<file path="src/rtl/reset_sequencer_pkg.sv">
// Shared types and constants for the staged reset sequencer.
package reset_sequencer_pkg;

  typedef enum logic [1:0] {
    HOLD    = 2'd0,
    WAIT    = 2'd1,
    RELEASE = 2'd2,
    DONE    = 2'd3
  } seq_state_e;

  typedef logic [1:0] cause_t;

  localparam cause_t CAUSE_POR  = 2'b00;
  localparam cause_t CAUSE_PLL  = 2'b01;
  localparam cause_t CAUSE_USER = 2'b10;

  function automatic int max_i(input int a, input int b);
    return (a > b) ? a : b;
  endfunction

endpackage

</file>
<file path="src/rtl/reset_sequencer_if.sv">
// Sequencer bus: async request inputs in, per-channel resets and status out.
// slave = the sequencer itself, master = whoever drives the request lines.
interface reset_sequencer_if #(
  parameter int CHANNELS = 3
);
  logic                pll_locked;
  logic                user_reset_n;
  logic [CHANNELS-1:0] reset_out;
  logic                sequence_done;
  logic [1:0]          last_cause;
  logic [7:0]          reset_count;

  modport master (
    output pll_locked, user_reset_n,
    input  reset_out, sequence_done, last_cause, reset_count
  );

  modport slave (
    input  pll_locked, user_reset_n,
    output reset_out, sequence_done, last_cause, reset_count
  );
endinterface

</file>
<file path="src/rtl/reset_input_sync.sv">
// 2-flop synchroniser for the active-low user button, optional debounce.
// Macro RESET_SEQUENCER_DEBOUNCE_EN: press only after DEBOUNCE_CYCLES
// continuous synced-low cycles; otherwise synced low is a press at once.
// Flops hold "pressed" (inverted input) so their reset value means idle.
module reset_input_sync #(
  parameter int DEBOUNCE_CYCLES = 1024
) (
  input  logic clk_1x,
  input  logic reset_1x,
  input  logic din_n,
  output logic pressed
);
  logic [1:0] sync_q;

  // two-stage synchroniser of the inverted button level
  always_ff @(posedge clk_1x or posedge reset_1x) begin
    if (reset_1x) sync_q <= 2'b00;
    else          sync_q <= {sync_q[0], ~din_n};
  end

`ifdef RESET_SEQUENCER_DEBOUNCE_EN
  localparam int DW = $clog2(DEBOUNCE_CYCLES + 1);
  localparam logic [DW-1:0] DB_LAST = DW'(DEBOUNCE_CYCLES);

  logic [DW-1:0] db_cnt;

  // count continuous pressed samples, saturate at the threshold
  always_ff @(posedge clk_1x or posedge reset_1x) begin
    if (reset_1x)              db_cnt <= '0;
    else if (!sync_q[1])       db_cnt <= '0;
    else if (db_cnt != DB_LAST) db_cnt <= db_cnt + 1'b1;
  end

  assign pressed = (db_cnt == DB_LAST);
`else
  assign pressed = sync_q[1];
`endif

endmodule

</file>
<file path="src/rtl/reset_sequencer.sv">
// Staged multi-channel reset sequencer with cause tracking.
// Optional user-button debounce via macro RESET_SEQUENCER_DEBOUNCE_EN.
module reset_sequencer
  import reset_sequencer_pkg::*;
#(
  parameter int CHANNELS        = 3,
  parameter int INITIAL_DELAY   = 64,
  parameter int STAGE_DELAY     = 16,
  parameter int DEBOUNCE_CYCLES = 1024
) (
  input logic               clk_1x,
  input logic               reset_1x,
  reset_sequencer_if.slave  bus
);
  localparam int CW = $clog2(max_i(INITIAL_DELAY, STAGE_DELAY) + 1);
  localparam int SW = (CHANNELS > 1) ? $clog2(CHANNELS) : 1;

  // WAIT compares before counting, so channel 0 falls one edge after the
  // count reaches INITIAL_DELAY; RELEASE releases on the edge where the
  // count would reach STAGE_DELAY, giving exact STAGE_DELAY spacing.
  localparam logic [CW-1:0] INIT_LAST  = CW'(INITIAL_DELAY);
  localparam logic [CW-1:0] STAGE_LAST = CW'(STAGE_DELAY - 1);
  localparam logic [SW-1:0] LAST_STAGE = SW'(CHANNELS - 2);

  seq_state_e          state_q, state_d;
  logic [CW-1:0]       cnt_q, cnt_d;
  logic [SW-1:0]       stage_q, stage_d;
  logic [CHANNELS-1:0] rst_q, rst_d;
  logic                done_q, done_d;
  cause_t              cause_q, cause_d;
  logic [7:0]          count_q, count_d;

  logic [1:0] pll_sync;
  logic       pll_ok, user_press, req, abort;

  // PLL lock is never debounced: plain 2-flop synchroniser
  always_ff @(posedge clk_1x or posedge reset_1x) begin
    if (reset_1x) pll_sync <= 2'b00;
    else          pll_sync <= {pll_sync[0], bus.pll_locked};
  end

  assign pll_ok = pll_sync[1];

  reset_input_sync #(
    .DEBOUNCE_CYCLES (DEBOUNCE_CYCLES)
  ) u_user_sync (
    .clk_1x   (clk_1x),
    .reset_1x (reset_1x),
    .din_n    (bus.user_reset_n),
    .pressed  (user_press)
  );

  assign req   = ~pll_ok | user_press;
  assign abort = req && (state_q != HOLD);

  // state and datapath registers
  always_ff @(posedge clk_1x or posedge reset_1x) begin
    if (reset_1x) begin
      state_q <= HOLD;
      cnt_q   <= '0;
      stage_q <= '0;
      rst_q   <= '1;
      done_q  <= 1'b0;
      cause_q <= CAUSE_POR;
      count_q <= 8'd0;
    end else begin
      state_q <= state_d;
      cnt_q   <= cnt_d;
      stage_q <= stage_d;
      rst_q   <= rst_d;
      done_q  <= done_d;
      cause_q <= cause_d;
      count_q <= count_d;
    end
  end

  // next-state: any request outside HOLD aborts back to HOLD
  always_comb begin
    state_d = state_q;
    unique case (state_q)
      HOLD:    if (!req) state_d = WAIT;
      WAIT:    if (req) state_d = HOLD;
               else if (cnt_q == INIT_LAST)
                 state_d = (CHANNELS == 1) ? DONE : RELEASE;
      RELEASE: if (req) state_d = HOLD;
               else if (cnt_q == STAGE_LAST && stage_q == LAST_STAGE)
                 state_d = DONE;
      DONE:    if (req) state_d = HOLD;
      default: state_d = HOLD;
    endcase
  end

  // next values of counter, stage and registered outputs
  always_comb begin
    cnt_d   = cnt_q;
    stage_d = stage_q;
    rst_d   = rst_q;
    done_d  = done_q;
    cause_d = cause_q;
    count_d = count_q;
    if (abort) begin
      cnt_d   = '0;
      stage_d = '0;
      rst_d   = '1;
      done_d  = 1'b0;
      cause_d = pll_ok ? CAUSE_USER : CAUSE_PLL;
      if (count_q != 8'hFF) count_d = count_q + 8'd1;
    end else begin
      unique case (state_q)
        HOLD: begin
          cnt_d   = '0;
          stage_d = '0;
          rst_d   = '1;
          done_d  = 1'b0;
        end
        WAIT: begin
          if (cnt_q == INIT_LAST) begin
            cnt_d    = '0;
            stage_d  = '0;
            rst_d[0] = 1'b0;
            if (CHANNELS == 1) done_d = 1'b1;
          end else begin
            cnt_d = cnt_q + 1'b1;
          end
        end
        RELEASE: begin
          if (cnt_q == STAGE_LAST) begin
            cnt_d   = '0;
            stage_d = stage_q + 1'b1;
            for (int i = 1; i < CHANNELS; i++)
              if (i == int'(stage_q) + 1) rst_d[i] = 1'b0;
            if (stage_q == LAST_STAGE) done_d = 1'b1;
          end else begin
            cnt_d = cnt_q + 1'b1;
          end
        end
        default: ;
      endcase
    end
  end

  assign bus.reset_out     = rst_q;
  assign bus.sequence_done = done_q;
  assign bus.last_cause    = cause_q;
  assign bus.reset_count   = count_q;

endmodule

</file>
<file path="src/flat_wrapper.sv">
// flat-port wrapper written by rule: the top's interface ports become plain ports
module reset_sequencer_flat import reset_sequencer_pkg::*;
#(
  parameter int CHANNELS        = 3,
  parameter int INITIAL_DELAY   = 64,
  parameter int STAGE_DELAY     = 16,
  parameter int DEBOUNCE_CYCLES = 1024
)
  (clk_1x, reset_1x, bus_pll_locked, bus_user_reset_n, bus_reset_out, bus_sequence_done, bus_last_cause, bus_reset_count);
  reset_sequencer_if #(.CHANNELS(CHANNELS)) bus_i ();
  input logic clk_1x;
  input logic reset_1x;
  input wire logic [$bits(bus_i.pll_locked)-1:0] bus_pll_locked;
  input wire logic [$bits(bus_i.user_reset_n)-1:0] bus_user_reset_n;
  output wire logic [$bits(bus_i.reset_out)-1:0] bus_reset_out;
  output wire logic [$bits(bus_i.sequence_done)-1:0] bus_sequence_done;
  output wire logic [$bits(bus_i.last_cause)-1:0] bus_last_cause;
  output wire logic [$bits(bus_i.reset_count)-1:0] bus_reset_count;
  assign bus_i.pll_locked = bus_pll_locked;
  assign bus_i.user_reset_n = bus_user_reset_n;
  assign bus_reset_out = bus_i.reset_out;
  assign bus_sequence_done = bus_i.sequence_done;
  assign bus_last_cause = bus_i.last_cause;
  assign bus_reset_count = bus_i.reset_count;
  reset_sequencer #(.CHANNELS(CHANNELS), .INITIAL_DELAY(INITIAL_DELAY), .STAGE_DELAY(STAGE_DELAY), .DEBOUNCE_CYCLES(DEBOUNCE_CYCLES)) u_core (.clk_1x(clk_1x), .reset_1x(reset_1x), .bus(bus_i));
endmodule
</file>
<file path="config.mk">
export PLATFORM = sky130hd
export DESIGN_NAME = reset_sequencer_flat
export DESIGN_NICKNAME = d
export VERILOG_FILES = /design/src/rtl/reset_sequencer_pkg.sv /design/src/rtl/reset_sequencer_if.sv /design/src/rtl/reset_input_sync.sv /design/src/rtl/reset_sequencer.sv /design/src/flat_wrapper.sv
export SDC_FILE = /design/constraint.sdc
export NUM_CORES = 1
export LEC_CHECK = 0
export ABC_AREA = 1
export CORE_ASPECT_RATIO = 0.75
export CORE_MARGIN = 8
export CORE_UTILIZATION = 45
export DETAILED_ROUTE_END_ITERATION = 10
export PLACE_DENSITY_LB_ADDON = 0.12
export SLEW_MARGIN = 0
export SYNTH_ARGS = -nofsm -noshare
export SYNTH_HDL_FRONTEND = slang
export SYNTH_SLANG_ARGS = --single-unit
</file>
<file path="constraint.sdc">
create_clock -name clk_1x -period 2.12 [get_ports clk_1x]
set_input_delay 0.318 -clock clk_1x [delete_from_list [all_inputs] [get_ports clk_1x]]
set_output_delay 0.318 -clock clk_1x [all_outputs]
set_load 0.01 [all_outputs]
</file>
==> impl_metrics.ini <==
[routing]
dr_wl_met3_um = 135
drtPass1Iterations = 6
wl_um = 3357
m1WireLength_um = 1909
wire_per_inst_um = 11.54
drt.antenna.violating_nets = 0
via_per_inst = 4.540
drt-initial-drc-count = 80
top_layer_used = met4
vias = 1321
wl_met2_um = 1278
route.detailed.drc = 0

[setup_path]
worstPathCellList = inv_1 > ha_1 > inv_2 > nand3_2 > nand2_1 > inv_1 > nand3_1 > o21ai_1
r2r-start = u_core.state_q[0]
crit_arrival_ps = 1840
critical_path.max_stage_delay_ps = 390
crit_path_top_delay_cell = dfrtp_1
path_class = reg2reg
cp_common_cell = inv_1
path_max_fanout = 13
setup.worst_path.start = u_core.state_q[0]
crit_path_end_kind = flop
crit_required_ps = 2280
cp-start-kind = flop

[placement]
dp_cells = 283
dp_worst_setup_slack_ps = 463.1
port_buffers = 17
routabilityCongestion = 0.8374
dpl.hpwl_um = 2573

[timing]
hold_ws_ps = 350.4
skew_ps = 5.378
setup_viol = 0
fin_ws_ps = 441.7
layout_min_cycle_time_ps = 1678
maxSlewHeadroom_pct = 76.35
max_freq_mhz = 595.9
maxSlewViolCount = 0
finalSetupTns_ps = 0
tightest_slew_ps = 354.8
fin_crit_sh_pct = 79.16
rsz0062_at_grt = no
hold_viol = 0

[yosys]
ys_warn_count = 0
ys_types = 27
synth.avg_cell_area_um2 = 8.002
syn_nets = 229
ys_seq_area_share_pct = 42.40
synthCells = 215
ys_ff_latch = 29
synth_area_um2 = 1720

[cells_and_area]
area.growth.synth_to_final_pct = 18.69
finalNonFillerCells = 291
drive_gt1_share_pct = 15.06
fin_nets = 252
diodes = 0

[global_routing]
grt_pass1_wl_um = 6009
grt_max_degree = 30
grt_use_total_pct = 12.32
gr-total-overflow = 0
grt_pass1_vias = 1280
antenna_found_initial = 0

[cts]
ctsHoldBuffers = 0
cts_tree = done
htree_levels = 2
cts_buffers = 5
post_cts_buffers = 0
clk-insertion-delay-late_ps = 280
clock_sinks = 29
root_buffer = clkbuf_8
clockBufferDepth = 2
post_cts_resized = 0
clkTransAtPathRegs_ps = 60

[floorplan]
initial_core_util_pct = 46.99
ios = 18
die_h_um = 69.55
dieArea_um2 = 6078
coreArea_um2 = 3661
die_w_um = 87.40
std_cell_rows = 19

[hold_path]
hp-class = reg2reg
hp-start = u_core.u_user_sync.sync_q[0]

[power]
leakagePower_nw = 1.051
ir_drop_mv = 0.6804
total_power_mw = 2.239
power.density_nw_per_um2 = 1096

[status]
outcome = finished clean

[run]
drv_cap = 0
## report_power, final
group	total [mW]	internal, mW	switching [mW]
sequential	0.796	0.680	0.117
clock	0.490	0.293	0.198
combinational	0.952	0.392	0.560
total	2.24	1.36	0.875
## through the flow
step	instance area [µm²]	utilization (%)
floorplan	1720	-
global placement	1941	53.01
detailed placement	1941	53.01
CTS	2042	55.78
global route	2042	55.78
finish	2042	55.78
## kinds of logic after synthesis
kind of cell,after synthesis,synth area share [%]
adder cells (fa/ha/maj),10,7.273
buffers and inverters,34,8.291
XOR/XNOR,6,3.055
AND/OR/NAND/NOR,119,32.58
AO/OA/AOI/OAI,17,6.400
flip-flops,29,42.40
## synthesized netlist by cell type (all sizes together)
cell type	number	share of area, %
a21boi	1	0.65
a21oi	6	1.7
buf	2	1.3
clkinv	1	0.22
dfrtp	26	38
dfstp	3	4.6
ha	10	7.3
inv	31	6.8
nand2	77	19
nand3	19	7.3
nand3b	1	0.44
nand4	4	1.5
nor2	17	4.4
nor3	1	0.29
o211ai	1	0.44
o21a	1	0.44
o21ai	7	2.0
o21bai	1	1.1
xnor2	2	1.0
xor2	4	2.0
## cells in the final DEF, fill, tap and decap left out
cell and n:
nand2_2 4, clkdlybuf4s50_1 17, nand4_1 4, nor3_1 1, nor2_2 2, a21oi_1 6
dfstp_2 3, clkbuf_8 7, o21ai_0 5, clkinv_1 1, nand3_1 13, xor2_1 4
o21ai_1 2, nand2_1 70, a21boi_2 1, inv_2 6, nand3_2 6, o211ai_1 1
nand3b_1 1, o21a_1 1, nand2_4 3, buf_4 1, inv_1 25, nor2_4 1
xnor2_1 2, clkinv_2 1, ha_1 10, nor2_1 14, o21bai_4 1, dfrtp_1 26
## worst paths after layout
kind | to | slack (ps) | cells past startpoint
max | u_core.cnt_q[1] | 440 | 8
min | u_core.u_user_sync.sync_q[1] | 350 | 0
max reg2reg | u_core.cnt_q[1] | 440 | 8
min reg2reg | u_core.u_user_sync.sync_q[1] | 350 | 0
max in group asynchronous | u_core.bus.reset_out[2] | 1410 | 3
min in group asynchronous | u_core.bus.reset_count[3] | 410 | 3
## layer usage
| layer | vias up | track usage, % |
|---|---|---|
| li1 | 716 | - |
| met1 | 578 | 18.53 |
| met2 | 22 | 16.11 |
| met3 | 5 | 4.024 |
| met4 | 0 | 2.852 |
| met5 | - | 0 |
## worst max-delay path: cells and delay by family, from the launching register on
kind,cells,cell delay (ps)
adders and majority gates,1,300
and+or+nand+nor,3,500
DFF,1,390
AOI/OAI and AO/OA,1,60
buffers and inverters,3,320
## sequential cells by signal (all words and copies together), names as in the netlist, 2 cells and up
signal                     flops
u_core.bus.last_cause          2
u_core.state_q                 2
u_core.pll_sync                2
u_core.u_user_sync.sync_q      2
u_core.stage_q                 2
u_core.cnt_q                   7
u_core.bus.reset_out           3
u_core.bus.reset_count         8
## layout make-up
class,count,area (µm²)
Clock buffer,7,96.34
Clock inverter,1,5.005
Fill cell,350,1619
Inverter,32,120.1
Multi-Input combinational cell,152,848.3
Sequential cell,29,729.5
Tap cell,52,65.06
Timing Repair Buffer,18,177.7
No activity file was read; power rests on OpenSTA's default activity.
